<file path="src/rtl/rng_health_buffer_pkg.sv">
// Shared definitions for the RNG health-test buffer.
//   - FSM state encoding (STARTUP / RUN / ALARM)
//   - Default health-test constants (FIFO depth, APT window and bounds,
//     RCT cutoff)
//   - popcount16(): number of ones in a 16-bit word
package rng_health_buffer_pkg;

  localparam logic [1:0] ST_STARTUP = 2'd0;
  localparam logic [1:0] ST_RUN     = 2'd1;
  localparam logic [1:0] ST_ALARM   = 2'd2;

  localparam int DEF_DEPTH      = 4;
  localparam int DEF_WINDOW     = 64;
  localparam int DEF_APT_LO     = 432;
  localparam int DEF_APT_HI     = 592;
  localparam int DEF_RCT_CUTOFF = 34;

  function automatic logic [4:0] popcount16(input logic [15:0] w);
    logic [4:0] sum;
    sum = '0;
    for (int i = 0; i < 16; i++) begin
      sum = sum + {4'b0, w[i]};
    end
    return sum;
  endfunction

endpackage

</file>
<file path="src/rtl/rng_health_buffer_if.sv">
// Word-stream interface of the RNG health-test buffer.
//   in_valid  : word strobe from the 16-bit packer (no backpressure)
//   in_word   : packed random bits, bit 0 oldest
//   out_valid : FIFO head valid
//   out_ready : consumer accepts the head word
//   out_word  : FIFO head data
// The master modport is the packer/consumer side, slave is the buffer.
interface rng_health_buffer_if;
  logic        in_valid;
  logic [15:0] in_word;
  logic        out_valid;
  logic        out_ready;
  logic [15:0] out_word;

  modport master (
    output in_valid, in_word, out_ready,
    input  out_valid, out_word
  );

  modport slave (
    input  in_valid, in_word, out_ready,
    output out_valid, out_word
  );
endinterface

</file>
<file path="src/rtl/sync_fifo_ptr.sv">
// Synchronous pointer-based FIFO for the health buffer output.
//   clk, reset   : clock, synchronous active-high reset
//   flush_i      : drop all contents (pointers/occupancy cleared)
//   push_i       : write data_i this cycle
//   data_i       : write data
//   ready_i      : consumer ready; a pop happens when valid_o & ready_i
//   valid_o      : FIFO non-empty
//   data_o       : head word (0 when empty)
//   occupancy_o  : number of stored words
//   overflow_o   : sticky flag, set when a push is dropped
module sync_fifo_ptr #(
  parameter int DEPTH = 4,
  parameter int WIDTH = 16
) (
  input  logic                     clk,
  input  logic                     reset,
  input  logic                     flush_i,
  input  logic                     push_i,
  input  logic [WIDTH-1:0]         data_i,
  input  logic                     ready_i,
  output logic                     valid_o,
  output logic [WIDTH-1:0]         data_o,
  output logic [$clog2(DEPTH):0]   occupancy_o,
  output logic                     overflow_o
);

  localparam int PTR_W = $clog2(DEPTH);
  localparam int OCC_W = PTR_W + 1;

  logic [WIDTH-1:0] mem_q [DEPTH];
  logic [PTR_W-1:0] wr_ptr_q, rd_ptr_q;
  logic [OCC_W-1:0] count_q;
  logic             overflow_q;

  logic full, pop, accept;

  assign full   = (count_q == OCC_W'(DEPTH));
  assign pop    = valid_o && ready_i;
  // A push into a full FIFO only fits if the head leaves on the same edge.
  assign accept = push_i && (!full || pop);

  assign valid_o     = (count_q != '0);
  assign data_o      = valid_o ? mem_q[rd_ptr_q] : '0;
  assign occupancy_o = count_q;
  assign overflow_o  = overflow_q;

  // NOTE: sequential state is assigned with <= so every register samples
  // the pre-edge values of its inputs, independent of statement order.
  always_ff @(posedge clk) begin
    if (reset) begin
      wr_ptr_q   <= '0;
      rd_ptr_q   <= '0;
      count_q    <= '0;
      overflow_q <= 1'b0;
    end else if (flush_i) begin
      wr_ptr_q <= '0;
      rd_ptr_q <= '0;
      count_q  <= '0;
    end else begin
      // Pointers are PTR_W bits wide, so they wrap modulo DEPTH naturally.
      if (accept) wr_ptr_q <= wr_ptr_q + PTR_W'(1);
      if (pop)    rd_ptr_q <= rd_ptr_q + PTR_W'(1);
      case ({accept, pop})
        2'b10:   count_q <= count_q + OCC_W'(1);
        2'b01:   count_q <= count_q - OCC_W'(1);
        default: count_q <= count_q;
      endcase
      if (push_i && !accept) overflow_q <= 1'b1;
    end
  end

  // NOTE: the storage array has no reset; its contents are only observable
  // through data_o, which is gated by valid_o, so stale data never leaks.
  always_ff @(posedge clk) begin
    if (accept && !flush_i) mem_q[wr_ptr_q] <= data_i;
  end

endmodule

</file>
<file path="src/rtl/rng_health_buffer.sv">
// RNG health-test buffer.
// Runs a repetition-count test (RCT) and an adaptive-proportion test (APT)
// on every sampled 16-bit word. After a first passing window the FSM moves
// from STARTUP to RUN and passing words are buffered in a small FIFO. Any
// test failure latches ALARM, flushes the FIFO and freezes the tests until
// reset.
//   clk, reset : clock, synchronous active-high reset
//   bus        : word stream in / FIFO head out (slave modport)
//   alarm      : sticky health failure (state == ALARM)
//   overflow   : sticky dropped-word flag
//   occupancy  : FIFO fill level
//   state      : FSM state (STARTUP=0, RUN=1, ALARM=2)
module rng_health_buffer
  import rng_health_buffer_pkg::*;
#(
  parameter int DEPTH      = DEF_DEPTH,
  parameter int WINDOW     = DEF_WINDOW,
  parameter int APT_LO     = DEF_APT_LO,
  parameter int APT_HI     = DEF_APT_HI,
  parameter int RCT_CUTOFF = DEF_RCT_CUTOFF
) (
  input  logic                   clk,
  input  logic                   reset,
  rng_health_buffer_if.slave     bus,
  output logic                   alarm,
  output logic                   overflow,
  output logic [$clog2(DEPTH):0] occupancy,
  output logic [1:0]             state
);

  localparam int RUN_W = $clog2(RCT_CUTOFF + 1);
  localparam int ACC_W = $clog2(WINDOW * 16 + 1);
  localparam int CNT_W = (WINDOW > 1) ? $clog2(WINDOW) : 1;

  logic [1:0]       state_q, state_d;
  logic [RUN_W-1:0] run_q, run_d;
  logic             last_q, last_d;
  logic [ACC_W-1:0] acc_q, acc_d;
  logic [CNT_W-1:0] cnt_q, cnt_d;

  logic             sample, rct_fail, apt_fail, fail, window_end, push;
  logic [ACC_W-1:0] total;

  // Tests are frozen once the alarm has latched.
  assign sample = bus.in_valid && (state_q != ST_ALARM);
  assign total  = acc_q + ACC_W'(popcount16(bus.in_word));

  // NOTE: every signal written here gets a default first, so no path
  // leaves a value unassigned and no latch is inferred.
  always_comb begin
    run_d      = run_q;
    last_d     = last_q;
    acc_d      = acc_q;
    cnt_d      = cnt_q;
    rct_fail   = 1'b0;
    apt_fail   = 1'b0;
    window_end = 1'b0;
    if (sample) begin
      // Bit-serial run tracking, oldest bit first. After reset run=0, so the
      // first bit always yields run=1 whatever last_q holds.
      for (int i = 0; i < 16; i++) begin
        if (bus.in_word[i] == last_d) begin
          if (run_d != RUN_W'(RCT_CUTOFF)) run_d = run_d + RUN_W'(1);
        end else begin
          run_d = RUN_W'(1);
        end
        last_d = bus.in_word[i];
        if (run_d == RUN_W'(RCT_CUTOFF)) rct_fail = 1'b1;
      end

      window_end = (cnt_q == CNT_W'(WINDOW - 1));
      apt_fail   = window_end &&
                   ((total < ACC_W'(APT_LO)) || (total > ACC_W'(APT_HI)));
      acc_d      = window_end ? '0 : total;
      cnt_d      = window_end ? '0 : cnt_q + CNT_W'(1);
    end
  end

  assign fail = rct_fail || apt_fail;
  assign push = sample && (state_q == ST_RUN) && !fail;

  always_comb begin
    state_d = state_q;
    case (state_q)
      ST_STARTUP: begin
        if (fail)                     state_d = ST_ALARM;
        else if (sample && window_end) state_d = ST_RUN;
      end
      ST_RUN:   if (fail) state_d = ST_ALARM;
      ST_ALARM: state_d = ST_ALARM;
      default:  state_d = ST_ALARM;
    endcase
  end

  always_ff @(posedge clk) begin
    if (reset) begin
      state_q <= ST_STARTUP;
      run_q   <= '0;
      last_q  <= 1'b0;
      acc_q   <= '0;
      cnt_q   <= '0;
    end else begin
      state_q <= state_d;
      run_q   <= run_d;
      last_q  <= last_d;
      acc_q   <= acc_d;
      cnt_q   <= cnt_d;
    end
  end

  logic        fifo_valid;
  logic [15:0] fifo_data;

  // The failing word is never pushed and the FIFO is flushed on the same
  // edge that latches ALARM.
  sync_fifo_ptr #(
    .DEPTH (DEPTH),
    .WIDTH (16)
  ) u_fifo (
    .clk         (clk),
    .reset       (reset),
    .flush_i     (fail),
    .push_i      (push),
    .data_i      (bus.in_word),
    .ready_i     (bus.out_ready),
    .valid_o     (fifo_valid),
    .data_o      (fifo_data),
    .occupancy_o (occupancy),
    .overflow_o  (overflow)
  );

  assign bus.out_valid = fifo_valid;
  assign bus.out_word  = fifo_data;
  assign alarm         = (state_q == ST_ALARM);
  assign state         = state_q;

endmodule

</file>
<file path="src/flat_wrapper.sv">
// flat-port wrapper written by rule: the top's interface ports become plain ports
module rng_health_buffer_flat import rng_health_buffer_pkg::*;
#(
  parameter int DEPTH      = DEF_DEPTH,
  parameter int WINDOW     = DEF_WINDOW,
  parameter int APT_LO     = DEF_APT_LO,
  parameter int APT_HI     = DEF_APT_HI,
  parameter int RCT_CUTOFF = DEF_RCT_CUTOFF
)
  (clk, reset, alarm, overflow, occupancy, state, bus_in_valid, bus_in_word, bus_out_ready, bus_out_valid, bus_out_word);
  rng_health_buffer_if bus_i ();
  input  logic clk;
  input  logic reset;
  output logic alarm;
  output logic overflow;
  output logic [$clog2(DEPTH):0] occupancy;
  output logic [1:0] state;
  input wire logic [$bits(bus_i.in_valid)-1:0] bus_in_valid;
  input wire logic [$bits(bus_i.in_word)-1:0] bus_in_word;
  input wire logic [$bits(bus_i.out_ready)-1:0] bus_out_ready;
  output wire logic [$bits(bus_i.out_valid)-1:0] bus_out_valid;
  output wire logic [$bits(bus_i.out_word)-1:0] bus_out_word;
  assign bus_i.in_valid = bus_in_valid;
  assign bus_i.in_word = bus_in_word;
  assign bus_i.out_ready = bus_out_ready;
  assign bus_out_valid = bus_i.out_valid;
  assign bus_out_word = bus_i.out_word;
  rng_health_buffer #(.DEPTH(DEPTH), .WINDOW(WINDOW), .APT_LO(APT_LO), .APT_HI(APT_HI), .RCT_CUTOFF(RCT_CUTOFF)) u_core (.clk(clk), .reset(reset), .bus(bus_i), .alarm(alarm), .overflow(overflow), .occupancy(occupancy), .state(state));
endmodule
</file>
<file path="config.mk">
export PLATFORM = sky130hd
export DESIGN_NAME = rng_health_buffer_flat
export DESIGN_NICKNAME = d
export VERILOG_FILES = /design/src/rtl/rng_health_buffer_pkg.sv /design/src/rtl/rng_health_buffer_if.sv /design/src/rtl/sync_fifo_ptr.sv /design/src/rtl/rng_health_buffer.sv /design/src/flat_wrapper.sv
export SDC_FILE = /design/constraint.sdc
export NUM_CORES = 1
export LEC_CHECK = 0
export ABC_CLOCK_PERIOD_IN_PS = 26100
export CELL_PAD_IN_SITES_DETAIL_PLACEMENT = 1
export CELL_PAD_IN_SITES_GLOBAL_PLACEMENT = 2
export CORE_MARGIN = 2
export CORE_UTILIZATION = 40
export CTS_CLUSTER_DIAMETER = 80
export DETAILED_ROUTE_END_ITERATION = 7
export PLACE_DENSITY = 0.93
export SLEW_MARGIN = 30
export SYNTH_ARGS = -nofsm -noshare
export SYNTH_HDL_FRONTEND = slang
export SYNTH_HIERARCHICAL = 1
export SYNTH_SLANG_ARGS = --single-unit
</file>
<file path="constraint.sdc">
create_clock -name clk -period 26.1 [get_ports clk]
set_clock_uncertainty 0.15 [all_clocks]
set_input_delay 5.22 -clock clk [delete_from_list [all_inputs] [get_ports clk]]
set_output_delay 5.22 -clock clk [all_outputs]
set_load 0.01 [all_outputs]
</file>
Word-level counts from Yosys, hierarchy flattened --
Memories as Yosys holds them, arrays and structs flattened. A register that Yosys moved wholly into a read port is not among the register bits. Cells that the tools add are included.
Word-level totals: register bits 34, memory bits (writable) 64, input bits 20, output and inout bits 24, logic and storage cells 207, memories kept 1
Cells by class: add/subtract/negate cells 37, $lt $le $gt $ge 2, eq/ne operators 57, muxes and demuxes 79, bitwise logic cells 1, reductions and logical operators 21
Memory list:
- u_core.u_fifo.mem_q | depth 4, width 16, read ports 1, clocked after Yosys merged registers in 1, write ports 1, line sync_fifo_ptr.sv:30 | logic [WIDTH-1:0] mem_q [DEPTH];
Operators with widths (count):
- $mux W6 | 49
- $add A6 B1 Y6 const B | 17
- $eq A6 B6 Y1 const B | 17
- $ne A6 B6 Y1 const B | 16
- $add A5 B1 Y5 | 14
- $mux W1 | 21
- $eq A1 B1 Y1 | 16
- $mux W16 | 1
- $add A11 B5 Y11 | 1
- $gt A11 B10 Y1 const B | 1
- $lt A11 B9 Y1 const B | 1
- $mux W11 | 1
- $mux W2 | 5
- $logic_and A1 B1 Y1 | 9
- $pmux W3 S2 | 1
- $add A2 B1 Y2 const B | 2
- $eq A2 B1 Y1 const B | 2
- $eq A2 B2 Y1 const B | 2
- $pmux W2 S2 | 1
- $reduce_and A2 Y1 | 2
- $add A3 B1 Y3 const B | 1
- $eq A3 B3 Y1 const B | 1
- $logic_not A1 Y1 | 3
- $logic_or A1 B1 Y1 | 3
- other kinds (10) | 10

Logic depth before layout (Yosys ltp) --
depth after elaboration 74, mapped depth 113, depth with buffers taken out 105

Hierarchy --
Netlist, hierarchy kept.
Modules (own cells, without submodules):
- rng_health_buffer | instances 1, cells an instance 998, area each 7313.3 um^2, seq. area each 520.5 um^2
- sync_fifo_ptr | instances 1, cells an instance 173, area each 3129.3 um^2, seq. area each 2122.0 um^2

Least setup slack after synthesis --
No wires, ideal clock.
path kind input port to flip-flop, start in bus_in_word[0], end mem u_core.u_fifo.mem_q[0][0], enable pin, library setup time 0.374 ns, arrival time 23.440 ns, path slack 2.136 ns, stages on the path 95, cell sequence xor2_1 -> nor4_1 -> nor2_1 -> inv_2 -> ha_1 -> nand2_1 -> a221o_1 -> a21oi_1 -> nor2_1 -> ha_1 -> nor4b_1 -> mux2i_1 -> o31a_1 -> o221a_2 -> nand3_1 -> inv_1 -> ha_1 -> nor4b_2 -> (+59 left out) -> nand2_1 -> a2111oi_4 -> nand2_1 -> a21oi_1 -> ha_1 -> nand2_1 -> or4_1 -> a21o_1 -> ha_1 -> nand2b_1 -> or4_1 -> and4_4 -> and4b_4 -> nor4b_4 -> buf_2 -> inv_1 -> nor3_1 -> and2_1
Between the ends: cells in the longest elaborated chain, start to end 73, elaborated cells between the ends (all ways) 140, those cells by class add/sub (31); order compare (2); eq/ne (33); mux (67); reduce/logical (7)
RTL lines:
- start: declaration | line flat_wrapper.sv:19 | input wire logic [$bits(bus_i.in_word)-1:0] bus_in_word;
- $eq A1 B1 Y1 | line rng_health_buffer.sv:62 | if (bus.in_word[i] == last_d) begin
- $mux W6 | line rng_health_buffer.sv:62
- $mux W6 | line rng_health_buffer.sv:58 | if (sample) begin
- $add A6 B1 Y6 / $ne A6 B6 Y1 (equally long branches) | line rng_health_buffer.sv:63 | if (run_d != RUN_W'(RCT_CUTOFF)) run_d = run_d + RUN_W'(1);
- $mux W6 | line rng_health_buffer.sv:63
- $mux W6 | line rng_health_buffer.sv:62
- $mux W6 | line rng_health_buffer.sv:58
- $add A6 B1 Y6 / $ne A6 B6 Y1 (equally long branches) | line rng_health_buffer.sv:63
- (+58 left out)
- $logic_or A1 B1 Y1 (*) | line rng_health_buffer.sv:79 | assign fail = rct_fail || apt_fail;
- $logic_not A1 Y1 (*) | line rng_health_buffer.sv:80 | assign push = sample && (state_q == ST_RUN) && !fail;
- $logic_and A1 B1 Y1 (*) | line rng_health_buffer.sv:80
- named net u_core.push | line rng_health_buffer.sv:41 | logic sample, rct_fail, apt_fail, fail, window_end, push;
- $logic_and A1 B1 Y1 (*) | line sync_fifo_ptr.sv:40 | assign accept = push_i && (!full || pop);
- $logic_and A1 B1 Y1 (*) | line sync_fifo_ptr.sv:75 | if (accept && !flush_i) mem_q[wr_ptr_q] <= data_i;
- $mux W1 (*) | line sync_fifo_ptr.sv:75
- $mux W1 (not written as such) (*) | line sync_fifo_ptr.sv:75
- end: declaration | line sync_fifo_ptr.sv:30
Mark *: on every way through the listed nets, which the timed path passes. The rest lies on a longest branch. The select of a mux whose other input is x is not followed.

Worst setup path in the final report --
start in bus_in_word[0], end mem u_core.u_fifo.mem_q[2][11], enable pin
Same word-level chain as after synthesis.

==> out/qor.yml <==
numClockSinks: 100
number_of_global_route_vias_before_repair: 9614
power-per-cell-area_nw_per_um2: 52.7
final_period_demand_of_the_worst_path_ns: 24.76
crit_arrival_ns: 24.66
route.vias.total: 9638
slew_viol_final: 0
synthesis.area_um2: 10400
proportion_of_netlist_area_held_by_the_largest_area_contributor_pct: 18.4
combinationalPowerShare_pct: 48.6
tritoncts: "done"
gp_routability_congestion: 0.916
holdCritPathClass: "reg2reg"
grt_start_max_net_pins: 32
outcome: "finished clean"
yosys_most_used_dff: "edfxtp_1"
start_kind: "input pin"
fp.dieW_um: 166
p_switching_uw: 253
synth_area_per_cell_um2: 8.92
intPower_uw: 370
insertion_delay_ns: 0.35
setup_viol_count_final: 0
dp_worst_setup_slack_ns: -0.356
h-tree-depth: 3
globalRouteTotalUtil_pct: 24.1
final_antenna_net_count: 0
worst_setup_hold_path_clk_slew_ns: 0.07
insertedDiodeCount: 0
synthesis.nets: 1249
io_buffers: 43
filler_cell_count: 2962
pwr-share-seq_pct: 28.2
reported_leakage_power_nw: 4.17
post-route-drc-count: 0
antenna_found_initial: 0
num-nets-final: 1301
totalWireLength_mm: 33.6
max-clock-path-buffers: 2
setup.worst_path.end_class: "register"
layout.cells.most_common: "nand2_1"
final.period_utilization_pct: 94.9
synth_enable_flop_cells: 64
boundaryPins: 44
library_cell_contributing_the_largest_single_delay_on_the_critical_path: "nor4_1"
die_height_um: 166
asyncSetResetFlopFracSynth_pct: 0
most-common-layout-cells: "nand2_1, nor2_1, edfxtp_1"
wl_per_cell_um: 21.5
power.share.switching_pct: 40.6
crit_required_ns: 25.99
clock_power_share_pct: 23.2
critical_path_class: "in2reg"
cts_buffers: 9
reg2reg_setup_slack_ns: 5.06
drive_gt1_share_pct: 14.9
worst_slack_ns: 1.34
initial_core_util_pct: 40.4
power_uw: 624
ys_ff_latch: 100
max-vdd-ir-drop_mv: 0.0463
clock-root-buffer: "clkbuf_16"
area_growth_from_synthesis_to_layout_pct: 13.4
post-synth-top-area-cell: "edfxtp_1"
path_max_fanout: 11
grt_first_pass_wirelength_mm: 53.0
synth.lib_cells_used.distinct: 120
synth-warning-count: 6
crit_top_cell: "ha_1"
critical_path.max_stage_delay_ns: 0.56
post_drt_via_cell_ratio: 6.17
max_slew.worst_pin.slew_ns: 0.933
total_overflow_reported_by_the_global_router: 0
timing.max_cap.violations: 0
first_iteration_detailed_routing_drc_count: 677
finalHoldViolCount: 0
synth_seq_area_share_pct: 25.3
yosys-top-cells-area: "edfxtp_1, dfxtp_1, ha_1, xnor2_1, nand2_1"
dr.pass1.iters: 5
max_slew_margin_pct: 37.6
fp.dieArea_um2: 27400
max_freq_mhz: 40.4
place_hpwl_mm: 25.0
coreArea_um2: 25800
syn_inst: 1171
number_of_hold_buffers_added_after_cts: 0
std_cell_rows: 59
cell families after synthesis:
group	after synthesis	share of synthesized area [%]
flip-flops	100	25.3
AND/OR/NAND/NOR	472	25.8
AO/OA/AOI/OAI	281	20.7
multiplexers	55	7.54
XOR/XNOR	90	7.76
adder cells (fa/ha/maj)	58	7.88
buffers and inverters	115	5.09
power by group through the flow:
stage	clock network (mW)	logic [mW]	registers [mW]
global placement	0	0.284	0.179
floorplan	0	0.215	0.177
CTS	0.145	0.292	0.176
global route	0.151	0.337	0.176
finish	0.145	0.303	0.176
detailed placement	0	0.290	0.179
worst paths after layout:
path | startpoint | end | depth (start not counted)
min reg2reg | u_core/u_fifo/overflow_o | u_core/u_fifo/overflow_o | 2
min | u_core/u_fifo/overflow_o | u_core/u_fifo/overflow_o | 2
max | bus_in_word[0] | u_core/u_fifo/mem_q[2][11] | 97
max reg2reg | u_core/run_q[0] | u_core/u_fifo/mem_q[2][11] | 98
state kept, by name, summed over array words and instances, names as in the netlist, named ones only:
register                   flops
u_core/u_fifo/mem_q           64
u_core/acc_q                  11
u_core/cnt_q                   6
u_core/run_q                   6
u_core/u_fifo/occupancy_o      3
u_core/state                   2
u_core/u_fifo/rd_ptr_q         2
u_core/u_fifo/wr_ptr_q         2
u_core/last_q                  1
u_core/u_fifo/overflow_o       1
worst max-delay path, delay by kind of cell:
family                     cells  cell delay (ns)
xor gates and xnor gates       4             0.67
AOI/OAI and AO/OA             19             4.83
adders and majority gates     13             2.64
and+or+nand+nor               38             7.58
buffers and inverters         15             2.01
muxes                          8             1.69
Yosys cell counts, types with 8 or more instances:
master / number
o21ai_0: 37
nor2_1: 89
edfxtp_1: 64
buf_2: 13
xor2_1: 33
or4_1: 12
nor2b_1: 21
nor4_1: 13
fa_1: 13
and4_1: 8
and3_1: 14
and2_1: 18
ha_1: 45
xnor2_1: 55
o21ai_1: 10
or3_1: 23
nand3b_1: 11
a211oi_1: 13
clkbuf_1: 32
a21oi_1: 56
a31oi_1: 20
o211ai_1: 15
nand3_1: 47
nand4_1: 16
mux4_2: 10
nand2_1: 95
a21o_1: 9
inv_1: 52
nor3_1: 32
mux2i_1: 31
dfxtp_1: 36
o31ai_1: 9
nand2b_1: 17
layout make-up:
class	count	area, um^2	share of cell area (%)
multi-input cells	956	7400	62.5
flip-flops and latches	100	2640	22.3
repair buffers	98	850	7.17
inverters	58	218	1.84
clock inverters	7	88.8	0.750
well taps	335	419	3.54
clock buffers	9	225	1.90
metrics by stage:
step / cell area (um^2) / cells / util [%] / hold slack, ns / TNS [ns]
finish: 11800 / 1563 / 45.8 / 0.337 / 0
global route: 11800 / 1563 / 45.8 / 0.378 / -1.05
CTS: 11600 / 1543 / 44.7 / 0.340 / 0
detailed placement: 11200 / 1527 / 43.5 / 0.329 / -13.80
global placement: 11200 / 1527 / 43.5 / 0.308 / 0
floorplan: 10400 / 1171 / - / 0.299 / 0
metal layers:
metal  GRT usage [%]  vias to the layer above  part of all wire (%)
met3            1.82                       49                   3.3
met2            42.4                      250                    50
met5               0                        -                     0
li1                -                     4517                     -
met1            32.6                     4822                    46
met4            4.78                        0                   1.4
repair_timing:
action | CTS | global route
gates cloned | 0 | 0
endpoints found under the setup margin | 43 | 76
resized for setup | 1 | 33
buffers inserted | 0 | 20
pin swaps | 0 | 13
endpoints found under the hold margin | 0 | 0
Power figures use the tool's default switching activity.
==> RTL edit (same settings) <==
Put a register stage on the output `overflow`. The value now appears one clock later. The other outputs are not delayed to match.
--- a/src/rtl/rng_health_buffer.sv
+++ b/src/rtl/rng_health_buffer.sv
@@ -31,6 +31,8 @@
   localparam int RUN_W = $clog2(RCT_CUTOFF + 1);
   localparam int ACC_W = $clog2(WINDOW * 16 + 1);
   localparam int CNT_W = (WINDOW > 1) ? $clog2(WINDOW) : 1;
+
+  logic overflow_d;
 
   logic [1:0]       state_q, state_d;
   logic [RUN_W-1:0] run_q, run_d;
@@ -126,7 +128,7 @@
     .valid_o     (fifo_valid),
     .data_o      (fifo_data),
     .occupancy_o (occupancy),
-    .overflow_o  (overflow)
+    .overflow_o  (overflow_d)
   );
 
   assign bus.out_valid = fifo_valid;
@@ -134,5 +136,9 @@
   assign alarm         = (state_q == ST_ALARM);
   assign state         = state_q;
 
+  always_ff @(posedge clk) begin
+    overflow <= overflow_d;
+  end
+
 endmodule
 
Check against the original RTL: no difference found for any inputs over 4 cycles, from zero or initial values and one cycle with reset high; that may be too few to reach the edited logic, so the function may still have changed.
==> RTL edit against the original RTL <==
Routed wire length decreased by 0.98%; total power increased by 4.5%; final area decreased by 0.49%; non-clock buffer count decreased by 20; setup slack got worse by 0.24 ns; critical endpoint is now u_core/u_fifo/occupancy_o[2]; sequential share of layout area increased by 0.28 points; register-to-register slack got worse by 0.25 ns; combinational power increased by 9.9%; sequential cell count increased by 1; hold slack got worse by 0.12 ns; via count decreased by 1.4%; critical path type unchanged; maximum frequency decreased by 0.96%; area after synthesis decreased by 0.61%.
==> RTL edit: results (changes against the original RTL) <==
* Non-Clock Buffer Area Fraction at 5.80% (-1.4 points)
* Sequential Area at 2660 µm² (+0.76%)
* Via count at 9505 (-1.4%)
* Status: completed
* Detail Placement HPWL at 24700 µm (-1.2%)
* Vias in the first global route at 9593 (-0.22%)
* Hold_ws at 0.215 ns (-0.122 ns)
* Max rail drop VDD at 39.7 µV (-14%)
* Placer Congestion at 0.894 (-2.4%)
* Met3 wire length at 1120 µm (+0.45%)
* CP max-delay cell: a2111oi_1
* Reg2reg end: u_core/u_fifo/occupancy_o[2]
* Non-clk bufs at 78 (-20%)
* R2R cell count at 106 (+8.2%)
* Top delay family on crit path: compound AO/OA/AOI/OAI gates
* Nets at 1252 (-3.8%)
* Met3 Use GR at 1.92% (+0.10 points)
* Arr. time, crit path at 25.13 ns (+0.47 ns)
* Ranking of synthesized cells by area: edfxtp_1 (19%), dfxtp_1 (7.1%), ha_1 (5.4%)
* Worst-case hold path end point: u_core/overflow
* Met1 GRT Util at 31.7% (-0.91 points)
* Largest net degree at the start of global routing at 28 (-13%)
* Setup repair bufs after CTS at 1 (+1)
* Multi-input logic area at 7490 µm² (+1.2%)
* Met2 Usage GRT at 42.1% (-0.32 points)
* Synthesized cell area at 10400 µm² (-0.61%)
* Wirelength per Cell at 22.0 µm (+2.6%)
* M1 WL at 15000 µm (-2.0%)
* Inverters, non-clock at 60 (+3.4%)
* Switching pwr at 0.000277 W (+9.2%)
* Leakage at 4.13 nW (-1.0%)
* Worst slew pin tran at 0.934 ns (+0.000808 ns)
* DR vias/cell at 6.30 (+2.1%)
* Post-cts resize count at 16 (+15)
* Max stage delay on crit path at 0.84 ns (+0.28 ns)
* Top-area cell type share of the netlist area at 18.5% (+0.11 points)
RTL edit: changes by cell type after synthesis, moves of 10 or more:
cell,delta
o21ai_0,-10
xnor2_1,-12
nor2_1,-22
nand2_1,-15
mux2i_1,-11
RTL edit: power by group through the flow:
stage | clock network, W | logic, W | registers, W
after global routing | 0.000148 | 0.000361 | 0.000177
after floorplan | 0 | 0.000233 | 0.000178
after detailed placement | 0 | 0.000310 | 0.000180
final | 0.000141 | 0.000333 | 0.000177
after CTS | 0.000142 | 0.000320 | 0.000177
after global placement | 0 | 0.000300 | 0.000180
RTL edit: cell families (layout without fill, tap and decap cells):
logic type / count (synthesis) / after routing / synth area share, %
flip-flops: 101 / 101 / 25.7
multiplexers: 44 / 44 / 6.53
AND/OR/NAND/NOR: 411 / 411 / 22.7
buffers and inverters: 109 / 154 / 4.77
XOR/XNOR: 87 / 87 / 7.97
AO/OA/AOI/OAI: 324 / 324 / 24.5
adder cells (fa/ha/maj): 58 / 58 / 7.93
